$ cat src/rtl/vga_timing_gen_pkg.sv
`default_nettype none
// +-----------------------------------------------------------------------------+
// | vga_timing_pkg : standard raster mode tables and shared types               |
// | Revision       : 1.0                                                        |
// +-----------------------------------------------------------------------------+
package vga_timing_pkg;

   typedef struct packed {
      int h_visible;
      int h_front;
      int h_sync;
      int h_back;
      int v_visible;
      int v_front;
      int v_sync;
      int v_back;
      bit h_sync_pol;
      bit v_sync_pol;
   } vga_mode_t;

   localparam vga_mode_t MODE_1024X768_60 = '{
      h_visible: 1024, h_front: 24, h_sync: 136, h_back: 160,
      v_visible: 768,  v_front: 3,  v_sync: 6,   v_back: 29,
      h_sync_pol: 1'b0, v_sync_pol: 1'b0
   };

   localparam vga_mode_t MODE_800X600_60 = '{
      h_visible: 800, h_front: 40, h_sync: 128, h_back: 88,
      v_visible: 600, v_front: 1,  v_sync: 4,   v_back: 23,
      h_sync_pol: 1'b1, v_sync_pol: 1'b1
   };

   localparam vga_mode_t MODE_640X480_60 = '{
      h_visible: 640, h_front: 16, h_sync: 96, h_back: 48,
      v_visible: 480, v_front: 10, v_sync: 2,  v_back: 33,
      h_sync_pol: 1'b0, v_sync_pol: 1'b0
   };

   // Raster state carried down the latency pipeline.
   typedef struct packed {
      logic active;
      logic hsync;
      logic vsync;
   } vga_ctl_t;

   // Never returns less than 1 so a degenerate range still yields a legal width.
   function automatic int clog2(input int value);
      int result;
      int rem;
      result = 0;
      rem    = value - 1;
      while (rem > 0) begin
         result++;
         rem = rem >> 1;
      end
      return (result < 1) ? 1 : result;
   endfunction

endpackage
`default_nettype wire

$ cat src/rtl/vga_timing_gen_if.sv
`default_nettype none
// +-----------------------------------------------------------------------------+
// | vga_timing_gen_if : pixel request and display output bundle                 |
// | Revision          : 1.0                                                     |
// +-----------------------------------------------------------------------------+
interface vga_timing_gen_if #(
   parameter int X_W     = 10,
   parameter int Y_W     = 10,
   parameter int COLOR_W = 8
);
   logic [3*COLOR_W-1:0] color_in;
   logic                 req_active;
   logic [X_W-1:0]       req_x;
   logic [Y_W-1:0]       req_y;
   logic                 line_start;
   logic                 frame_start;
   logic                 hsync;
   logic                 vsync;
   logic                 de;
   logic [COLOR_W-1:0]   red;
   logic [COLOR_W-1:0]   green;
   logic [COLOR_W-1:0]   blue;

   modport master (
      input  color_in,
      output req_active, req_x, req_y, line_start, frame_start,
      output hsync, vsync, de, red, green, blue
   );

   modport slave (
      output color_in,
      input  req_active, req_x, req_y, line_start, frame_start,
      input  hsync, vsync, de, red, green, blue
   );
endinterface
`default_nettype wire

$ cat src/rtl/vga_axis_counter.sv
`default_nettype none
// +-----------------------------------------------------------------------------+
// | vga_axis_counter : one raster axis (visible, front, sync, back)             |
// | Revision         : 1.0                                                      |
// +-----------------------------------------------------------------------------+
module vga_axis_counter
   import vga_timing_pkg::*;
#(
   parameter int VISIBLE = 8,
   parameter int FRONT   = 1,
   parameter int SYNC    = 1,
   parameter int BACK    = 1,
   localparam int TOTAL  = VISIBLE + FRONT + SYNC + BACK,
   localparam int CNT_W  = clog2(TOTAL)
)(
   input  wire logic             clk,
   input  wire logic             rst,
   input  wire logic             step,
   output logic [CNT_W-1:0]      cnt,
   output logic                  wrap,
   output logic                  visible,
   output logic                  sync_region
);

   localparam logic [CNT_W-1:0] C_LAST       = CNT_W'(TOTAL - 1);
   localparam logic [CNT_W-1:0] C_VISIBLE    = CNT_W'(VISIBLE);
   localparam logic [CNT_W-1:0] C_SYNC_START = CNT_W'(VISIBLE + FRONT);
   localparam logic [CNT_W-1:0] C_SYNC_END   = CNT_W'(VISIBLE + FRONT + SYNC);

   logic [CNT_W-1:0] cnt_q;
   logic [CNT_W-1:0] cnt_d;
   logic             last;

   always_comb begin
      last  = (cnt_q == C_LAST);
      cnt_d = cnt_q;
      if (step) begin
         cnt_d = last ? '0 : cnt_q + CNT_W'(1);
      end
   end

   always_ff @(posedge clk) begin
      if (rst) begin
         cnt_q <= '0;
      end else begin
         cnt_q <= cnt_d;
      end
   end

   assign cnt         = cnt_q;
   assign wrap        = step & last;
   assign visible     = (cnt_q < C_VISIBLE);
   assign sync_region = (cnt_q >= C_SYNC_START) && (cnt_q < C_SYNC_END);

endmodule
`default_nettype wire

$ cat src/rtl/vga_timing_gen.sv
`default_nettype none
// +-----------------------------------------------------------------------------+
// | vga_timing_gen : parametrised raster timing with early pixel requests       |
// | Revision       : 1.0                                                        |
// +-----------------------------------------------------------------------------+
module vga_timing_gen
   import vga_timing_pkg::*;
#(
   parameter int H_VISIBLE  = MODE_1024X768_60.h_visible,
   parameter int H_FRONT    = MODE_1024X768_60.h_front,
   parameter int H_SYNC     = MODE_1024X768_60.h_sync,
   parameter int H_BACK     = MODE_1024X768_60.h_back,
   parameter int V_VISIBLE  = MODE_1024X768_60.v_visible,
   parameter int V_FRONT    = MODE_1024X768_60.v_front,
   parameter int V_SYNC     = MODE_1024X768_60.v_sync,
   parameter int V_BACK     = MODE_1024X768_60.v_back,
   parameter bit H_SYNC_POL = MODE_1024X768_60.h_sync_pol,
   parameter bit V_SYNC_POL = MODE_1024X768_60.v_sync_pol,
   parameter int LATENCY    = 2,
   parameter int COLOR_W    = 8
)(
   input  wire logic        clk,
   input  wire logic        rst,
   vga_timing_gen_if.master bus
);

   localparam int H_TOTAL = H_VISIBLE + H_FRONT + H_SYNC + H_BACK;
   localparam int V_TOTAL = V_VISIBLE + V_FRONT + V_SYNC + V_BACK;
   localparam int X_W     = clog2(H_VISIBLE);
   localparam int Y_W     = clog2(V_VISIBLE);
   localparam int HC_W    = clog2(H_TOTAL);
   localparam int VC_W    = clog2(V_TOTAL);
   localparam logic H_ON  = H_SYNC_POL;
   localparam logic V_ON  = V_SYNC_POL;

   if (H_VISIBLE < 1 || H_FRONT < 1 || H_SYNC < 1 || H_BACK < 1 ||
       V_VISIBLE < 1 || V_FRONT < 1 || V_SYNC < 1 || V_BACK < 1) begin : g_bad_timing
      $error("vga_timing_gen: every timing parameter must be >= 1");
   end
   if (LATENCY < 0 || LATENCY > 15) begin : g_bad_latency
      $error("vga_timing_gen: LATENCY must be within 0..15");
   end

   logic [HC_W-1:0] h_cnt;
   logic [VC_W-1:0] v_cnt;
   logic            h_wrap;
   logic            v_wrap;
   logic            h_vis;
   logic            v_vis;
   logic            h_sync_rgn;
   logic            v_sync_rgn;
   logic            unused_v_wrap;

   vga_axis_counter #(
      .VISIBLE (H_VISIBLE),
      .FRONT   (H_FRONT),
      .SYNC    (H_SYNC),
      .BACK    (H_BACK)
   ) u_h_axis (
      .clk         (clk),
      .rst         (rst),
      .step        (1'b1),
      .cnt         (h_cnt),
      .wrap        (h_wrap),
      .visible     (h_vis),
      .sync_region (h_sync_rgn)
   );

   vga_axis_counter #(
      .VISIBLE (V_VISIBLE),
      .FRONT   (V_FRONT),
      .SYNC    (V_SYNC),
      .BACK    (V_BACK)
   ) u_v_axis (
      .clk         (clk),
      .rst         (rst),
      .step        (h_wrap),
      .cnt         (v_cnt),
      .wrap        (v_wrap),
      .visible     (v_vis),
      .sync_region (v_sync_rgn)
   );

   assign unused_v_wrap = v_wrap;

   // Request side is purely combinational; reset masks the strobes so the
   // consumer never sees a request from the frame being abandoned.
   logic req_active;
   assign req_active      = ~rst & h_vis & v_vis;
   assign bus.req_active  = req_active;
   assign bus.req_x       = req_active ? h_cnt[X_W-1:0] : '0;
   assign bus.req_y       = req_active ? v_cnt[Y_W-1:0] : '0;
   assign bus.line_start  = ~rst & v_vis & (h_cnt == '0);
   assign bus.frame_start = ~rst & (h_cnt == '0) & (v_cnt == '0);

   vga_ctl_t ctl_now;
   vga_ctl_t ctl_dly;
   assign ctl_now = '{active: req_active, hsync: h_sync_rgn, vsync: v_sync_rgn};

   if (LATENCY == 0) begin : g_no_pipe
      assign ctl_dly = ctl_now;
   end else begin : g_pipe
      vga_ctl_t pipe_q [LATENCY];
      vga_ctl_t pipe_d [LATENCY];

      always_comb begin
         pipe_d[0] = ctl_now;
         for (int i = 1; i < LATENCY; i++) begin
            pipe_d[i] = pipe_q[i-1];
         end
      end

      always_ff @(posedge clk) begin
         for (int i = 0; i < LATENCY; i++) begin
            if (rst) begin
               pipe_q[i] <= '0;
            end else begin
               pipe_q[i] <= pipe_d[i];
            end
         end
      end

      assign ctl_dly = pipe_q[LATENCY-1];
   end

   logic                 hsync_q, hsync_d;
   logic                 vsync_q, vsync_d;
   logic                 de_q, de_d;
   logic [3*COLOR_W-1:0] rgb_q, rgb_d;

   always_comb begin
      de_d    = ctl_dly.active;
      hsync_d = ctl_dly.hsync ? H_ON : ~H_ON;
      vsync_d = ctl_dly.vsync ? V_ON : ~V_ON;
      rgb_d   = ctl_dly.active ? bus.color_in : '0;
   end

   always_ff @(posedge clk) begin
      if (rst) begin
         hsync_q <= ~H_ON;
         vsync_q <= ~V_ON;
         de_q    <= 1'b0;
         rgb_q   <= '0;
      end else begin
         hsync_q <= hsync_d;
         vsync_q <= vsync_d;
         de_q    <= de_d;
         rgb_q   <= rgb_d;
      end
   end

   assign bus.hsync = hsync_q;
   assign bus.vsync = vsync_q;
   assign bus.de    = de_q;
   assign bus.red   = rgb_q[3*COLOR_W-1:2*COLOR_W];
   assign bus.green = rgb_q[2*COLOR_W-1:COLOR_W];
   assign bus.blue  = rgb_q[COLOR_W-1:0];

endmodule
`default_nettype wire

$ cat src/flat_wrapper.sv
// flat-port wrapper written by rule: the top's interface ports become plain ports
module vga_timing_gen_flat import vga_timing_pkg::*;
#(
   parameter int H_VISIBLE  = MODE_1024X768_60.h_visible,
   parameter int H_FRONT    = MODE_1024X768_60.h_front,
   parameter int H_SYNC     = MODE_1024X768_60.h_sync,
   parameter int H_BACK     = MODE_1024X768_60.h_back,
   parameter int V_VISIBLE  = MODE_1024X768_60.v_visible,
   parameter int V_FRONT    = MODE_1024X768_60.v_front,
   parameter int V_SYNC     = MODE_1024X768_60.v_sync,
   parameter int V_BACK     = MODE_1024X768_60.v_back,
   parameter bit H_SYNC_POL = MODE_1024X768_60.h_sync_pol,
   parameter bit V_SYNC_POL = MODE_1024X768_60.v_sync_pol,
   parameter int LATENCY    = 2,
   parameter int COLOR_W    = 8
)
  (clk, rst, bus_color_in, bus_req_active, bus_req_x, bus_req_y, bus_line_start, bus_frame_start, bus_hsync, bus_vsync, bus_de, bus_red, bus_green, bus_blue);
  vga_timing_gen_if #(.X_W(3), .Y_W(2), .COLOR_W(COLOR_W)) bus_i ();
  input  wire logic clk;
  input  wire logic rst;
  input wire logic [$bits(bus_i.color_in)-1:0] bus_color_in;
  output wire logic [$bits(bus_i.req_active)-1:0] bus_req_active;
  output wire logic [$bits(bus_i.req_x)-1:0] bus_req_x;
  output wire logic [$bits(bus_i.req_y)-1:0] bus_req_y;
  output wire logic [$bits(bus_i.line_start)-1:0] bus_line_start;
  output wire logic [$bits(bus_i.frame_start)-1:0] bus_frame_start;
  output wire logic [$bits(bus_i.hsync)-1:0] bus_hsync;
  output wire logic [$bits(bus_i.vsync)-1:0] bus_vsync;
  output wire logic [$bits(bus_i.de)-1:0] bus_de;
  output wire logic [$bits(bus_i.red)-1:0] bus_red;
  output wire logic [$bits(bus_i.green)-1:0] bus_green;
  output wire logic [$bits(bus_i.blue)-1:0] bus_blue;
  assign bus_i.color_in = bus_color_in;
  assign bus_req_active = bus_i.req_active;
  assign bus_req_x = bus_i.req_x;
  assign bus_req_y = bus_i.req_y;
  assign bus_line_start = bus_i.line_start;
  assign bus_frame_start = bus_i.frame_start;
  assign bus_hsync = bus_i.hsync;
  assign bus_vsync = bus_i.vsync;
  assign bus_de = bus_i.de;
  assign bus_red = bus_i.red;
  assign bus_green = bus_i.green;
  assign bus_blue = bus_i.blue;
  vga_timing_gen #(.H_VISIBLE(H_VISIBLE), .H_FRONT(H_FRONT), .H_SYNC(H_SYNC), .H_BACK(H_BACK), .V_VISIBLE(V_VISIBLE), .V_FRONT(V_FRONT), .V_SYNC(V_SYNC), .V_BACK(V_BACK), .H_SYNC_POL(H_SYNC_POL), .V_SYNC_POL(V_SYNC_POL), .LATENCY(LATENCY), .COLOR_W(COLOR_W)) u_core (.clk(clk), .rst(rst), .bus(bus_i));
endmodule
$ cat config.mk
export PLATFORM = sky130hd
export DESIGN_NAME = vga_timing_gen_flat
export DESIGN_NICKNAME = d
export VERILOG_FILES = /design/src/rtl/vga_timing_gen_pkg.sv /design/src/rtl/vga_timing_gen_if.sv /design/src/rtl/vga_axis_counter.sv /design/src/rtl/vga_timing_gen.sv /design/src/flat_wrapper.sv
export SDC_FILE = /design/constraint.sdc
export NUM_CORES = 1
export LEC_CHECK = 0
export BUFFER_PORTS_ARGS = -buffer_cell sky130_fd_sc_hd__buf_2
export CORE_UTILIZATION = 35
export DETAILED_ROUTE_END_ITERATION = 6
export PLACE_DENSITY = 0.66
export SLEW_MARGIN = 10
export SYNTH_ARGS = -nofsm -noshare
export SYNTH_HDL_FRONTEND = slang
export SYNTH_SLANG_ARGS = --single-unit
$ cat constraint.sdc
create_clock -name clk -period 2.2 [get_ports clk]
set_input_delay 0.44 -clock clk [delete_from_list [all_inputs] [get_ports clk]]
set_output_delay 0.44 -clock clk [all_outputs]
set_load 0.02 [all_outputs]
==> run metrics, run 1 <==
status=complete, no violations; CTS H-Tree Depth=2; Static Leak=about 0.0011 uW; Compound-Gate Fraction of Synth Area=5.11%; fin nets=approximately 310; clk_lat worst skew=between 0.3 and 0.4 ns; layout cells sized above 1=between 30% and 40%; root buf cell=clkbuf_8; Area contributors post-synth=dfxtp_1 52%, and2_1 9.0%, xor2_1 3.8%; Die Span Y=between 70 and 80 um; Setup crit end kind=output pin; Remaining DRCs=0; final std cells w/o fill=approximately 350; dpl hpwl=around 3000 um; setup TNS=0 ns; maximum buffer depth of the clock tree=2; Worst IR Drop VDD=0.000265 V; initial core utilization=between 30% and 40%; drt pass-1 iters=4; post-synthesis sequential area ratio=52.0%; Final ANT Viol Nets=0; DR WL/cell=roughly 12 um; Setup Skew=about 0.012 ns; Starting DRT DRC Count=60; Final Hold Viols=0; crit path kind=flop to output pin; mux cell area share after synthesis=0.962%; Final WS setup=0.0641 ns; syn_area_per_cell=between 9 and 10 um^2; largest net degree at the start of global routing=26; Core ar.=5610 um^2; cts bufs inserted=5; # diodes=0; Placed Instances=~340; Mapped Area=2080 um^2; clk slew on worst S/H paths=0.10 ns; wirelength, routed=approximately 4200 um; cell count after synthesis=roughly 220; Area Overhead vs Synth=25.4%; Final GP Congestion=between 0.7 and 0.8; Rows=27; minimum clock period=2.14 ns; highest clock rate=roughly 0.47 GHz; min-delay worst type=primary input to flop; post-synthesis xor/xnor area fraction=about 5.1%; CTS tree=yes; Required @ worst endpoint=approximately 1.8 ns; Setup crit start kind=flop; CTS Sinks=54; die width=between 70 and 80 um; Final setup viols=0; Synth Area in Simple Gates=29.2%; total power=1700 uW; commonest non-fill, non-tap cell in the layout=buf_2; maximum fanout along the worst path=6; GRT overflow=0; RSZ-0062 raised after global routing=false; pre-CTS WS=between 0.2 and 0.3 ns; vias in the first global route=1476; main combinational cell family by area after synthesis=simple AND/OR/NAND/NOR gates; area taken by multi-input logic gates=between 900 and 1000 um^2; Synth area leader=dfxtp_1; fillers=~540; Pins Over Slew Limit=0; IO buf count=60; first-pass GRT wire length=6820 um; synth warn=0; Syn Nets=249; Ports=between 60 and 70; Relative slew margins=a little over half; via/cell ratio=4.76; via count=about 1.7k; post-synth cell types=34; Max Cap Violations=0; top-area cell type share of the netlist area=52.0%; die area=6260 um^2; Slew @ Worst Pin=just under 0.7 ns; Synth Area in Adders=under 10%; final worst-path cycle share=around 100%; PD cells=around 650 nW/um^2; CP Data Arrival Time=~1.7 ns; register area=about 1100 um^2; most frequent cells in the layout=58 x buf_2, 53 x dfxtp_1, 30 x and2_1, 19 x nor2_1, 10 x nand2_1; post-synthesis sequential element count=54; global-route usage over all layers=roughly 14%; initial antenna violation count=0
==> registers in the layout (all words and copies together), names as in the netlist <==
register and count:
u_core.bus.de 1, u_core.bus.hsync 1, u_core.bus.vsync 1, u_core.g_pipe.pipe_q 6, u_core.rgb_q 24, u_core.u_h_axis.cnt 11, u_core.u_v_axis.cnt 10
==> synth_stat cells <==
library cell	n
or4_1	2
or2_2	2
nand3b_1	1
nand4_1	9
and4_1	4
nand2_1	10
a41oi_1	1
buf_2	2
inv_1	8
a21oi_1	5
a31o_2	1
and2_1	30
xnor2_1	3
a211oi_1	2
nor3b_1	1
mux2i_1	2
nor3_1	7
buf_6	1
ha_1	6
a2111oi_0	1
a31oi_1	1
clkbuf_1	9
o21ai_0	5
nor4_1	3
dfxtp_1	54
xor2_1	9
or3_1	5
or4b_4	1
nor2b_1	4
nand3_1	5
nor2_1	19
nor4b_1	2
o22a_1	1
or4_4	1
==> area by class of cell <==
type | count | area share [%]
Inverter | 8 | 1.15
Clock inverter | 3 | 1.10
Sequential cell | 54 | 41.6
Timing Repair Buffer | 67 | 13.7
Tap cell | 72 | 3.45
Multi-Input combinational cell | 143 | 36.4
Clock buffer | 5 | 2.64
==> routing by layer <==
metal	global-route usage, %	vias up	routed length, um
met5	0	-	0
met4	4.91	0	47
met3	4.37	4	376
met2	22.8	69	1750
met1	17.2	749	2000
li1	-	855	-
==> where the power goes <==
group	internal [uW]	switching, uW	total [uW]
logic	55.4	68.1	123
registers	995	9.99	1000
clock network	236	337	573
==> worst max-delay path, cell delays in order (launching register included) <==
cell	delay [ns]
dfxtp_4	0.38
or3_4	0.39
or3_4	0.34
nor3_2	0.12
buf_4	0.17
==> worst paths after layout <==
| kind | startpoint | to | slack [ns] | cells after the start |
|---|---|---|---|---|
| worst max-delay path | u_core.u_v_axis.cnt[4]$_SDFFE_PP0N_ | bus_frame_start | 0.06 | 4 |
| worst min-delay path | bus_color_in[10] | u_core.rgb_q[10]$_SDFF_PP0_ | 0.32 | 2 |
| worst max register to register | u_core.u_h_axis.cnt[9]$_SDFF_PP0_ | u_core.u_v_axis.cnt[6]$_SDFFE_PP0N_ | 0.20 | 4 |
| worst min register to register | u_core.g_pipe.pipe_q[1][0]$_SDFF_PP0_ | u_core.bus.vsync$_SDFF_PP1_ | 0.40 | 1 |
==> logic make-up after synthesis <==
logic type	Yosys count
simple gates	106
flops	54
buf+inv	20
compound gates	17
xor+xnor	12
fa+ha+maj	6
mux	2
==> timing repair <==
action / in CTS / in global routing
gates resized for setup: 7 / 3
buffers inserted: 0 / 1
hold endpoints to repair: 0 / 0
hold buffers: 0 / 0
pin swaps: 1 / 2
endpoints found under the setup margin: 1 / 2
==> through the flow <==
stage | area [um^2] | utilization (%) | hold slack [ns]
after floorplan | 2080 | - | 0.352
after global placement | 2460 | 43.9 | 0.366
after detailed placement | 2460 | 43.9 | 0.370
after CTS | 2590 | 46.1 | 0.315
after global routing | 2610 | 46.5 | 0.306
final | 2610 | 46.5 | 0.321
Power figures use the tool's default switching activity.
==> run 2, diff against run 1 <==
- CORE_UTILIZATION: 35 -> 50
- PLACE_DENSITY: 0.66 -> 0.86
==> run 2 against run 1 <==
  * Sequential power hardly changed
  * Design area shrank 0.53%
  * Maximum frequency fell by 0.94%
  * Worst hold slack lost 0.0027 ns
  * Sequential share of layout area increased by 0.27 points
  * Global-route usage increased by 4.6 points
  * Critical path type unchanged
  * First-iteration DRC count increased by 3.3%
  * Register-to-register slack is essentially flat
  * Critical endpoint unchanged
  * Final cell count down 6.5%
==> run metrics, run 2 (synthesis gave the netlist of run 1 again) <==
min-delay worst type=primary input to flop; vias in the first global route=1408; DR WL/cell=around 12 um; Sw Ratio=around a quarter; post-CTS setup buffers=0; dpl hpwl=2740 um; Clock Power Share=about 34%; Setup Skew=0.00547 ns; status=complete, no violations; initial core utilization=52.0%; max reg flops=24; Rows=23; Setup crit end kind=output pin; drt pass-1 iters=4; Pins Over Slew Limit=0; Relative slew margins=between 60% and 70%; CTS H-Tree Depth=2; Worst IR Drop VDD=0.000287 V; Ports=slightly above 60; layout cells sized above 1=a little under a third; initial antenna violation count=0; Layout Utilization=about two thirds; Core ar.=roughly 4000 um^2; final std cells w/o fill=329; Final GP Congestion=approximately 0.83; most frequent cells in the layout=59 x buf_2, 52 x dfxtp_1, 30 x and2_1, 19 x nor2_1, 10 x nand2_1; Remaining DRCs=0; PD cells=approximately 660 nW/um^2; maximum fanout along the worst path=7; clk slew on worst S/H paths=around 0.10 ns; GRT overflow=0; final hold slack=about 0.32 ns; highest clock rate=0.464 GHz; clk_lat worst skew=0.31 ns; RSZ-0062 raised after global routing=true; cts bufs inserted=5; Area Overhead vs Synth=24.7%; largest net degree at the start of global routing=26; CTS tree=yes; Max Cap Violations=0; Setup crit start kind=flop; Post-Layout Inst Area=approximately 2600 um^2; commonest non-fill, non-tap cell in the layout=buf_2; placed cell area=roughly 2400 um^2; CTS Sinks=54; Int Pwr=1310 uW; sequential power share=58.4%; hold_buf cts=0; setup TNS=0 ns; maximum buffer depth of the clock tree=2; Placed Instances=approximately 320; Largest Register=u_core.rgb_q; Die Span Y=66.5 um; crit path kind=flop to output pin; Final Hold Viols=0; minimum clock period=about 2.2 ns; fillers=around 310; first-pass GRT wire length=6090 um; die area=around 4400 um^2; IO buf count=60; # diodes=0; Final ANT Viol Nets=0; Static Leak=~0.0011 uW; wirelength, routed=around 4000 um; Slew @ Worst Pin=roughly 0.57 ns; root buf cell=clkbuf_8; Final setup viols=0; net switching power=just over 400 uW; final worst-path cycle share=98.0%; Required @ worst endpoint=about 1.8 ns; fin nets=between 300 and 400; via count=~1.7k; CP Data Arrival Time=between 1.5 and 2 ns; die width=roughly 67 um; global-route usage over all layers=a little under a fifth; Starting DRT DRC Count=62; via/cell ratio=between 5 and 6; Combinational Power Share=under 10%
[run 2: layer usage]
| layer | up-vias | share of wire [%] | GRT usage [%] |
|---|---|---|---|
| li1 | 855 | - | - |
| met1 | 730 | 44 | 21.8 |
| met2 | 62 | 47 | 30.7 |
| met3 | 8 | 6.7 | 5.65 |
| met4 | 0 | 1.8 | 8.78 |
| met5 | - | 0 | 0 |
[run 2: final timing paths]
path                                                            start                                  end  slack [ns]  cells after the start
worst max-delay path              u_core.u_v_axis.cnt[4]$_SDFFE_PP0N_                      bus_frame_start        0.04                      4
worst min-delay path                                  bus_color_in[0]           u_core.rgb_q[0]$_SDFF_PP0_        0.32                      2
worst max register to register      u_core.u_h_axis.cnt[9]$_SDFF_PP0_  u_core.u_v_axis.cnt[6]$_SDFFE_PP0N_        0.21                      4
worst min register to register  u_core.g_pipe.pipe_q[1][1]$_SDFF_PP0_          u_core.bus.hsync$_SDFF_PP1_        0.38                      1
[run 2: power groups by stage]
stage	logic (uW)	registers, uW	clock network (uW)
floorplan	50.7	1040	0
global placement	116	1030	0
detailed placement	117	1030	0
CTS	122	1010	603
global route	141	1010	646
finish	130	1010	587
[run 2: cell type report]
class,count,area (um^2),area share (%)
inverters,8,30.0,1.16
clock buffers,6,82.6,3.18
well taps,50,62.6,2.41
clock inverters,2,16.3,0.627
flip-flops and latches,54,1090,41.9
repair buffers,66,352,13.5
multi-input cells,143,966,37.2
[run 2: stage by stage]
stage                     setup WS, ns  total power [uW]
after floorplan                  0.211              1090
after CTS                     -0.00230              1730
final                           0.0437              1720
after global placement           0.276              1140
after global routing          -0.00528              1800
after detailed placement         0.250              1140
[run 2: critical path, cell delays in order, from the launching register on]
cell and delay [ns]:
dfxtp_4 0.38, or3_4 0.39, or3_4 0.36, nor3_4 0.14, buf_6 0.14
[run 2: timing repair]
action / CTS / global route
gates resized for setup: 5 / 9
pin swaps: 0 / 2
endpoints found under the setup margin: 2 / 2
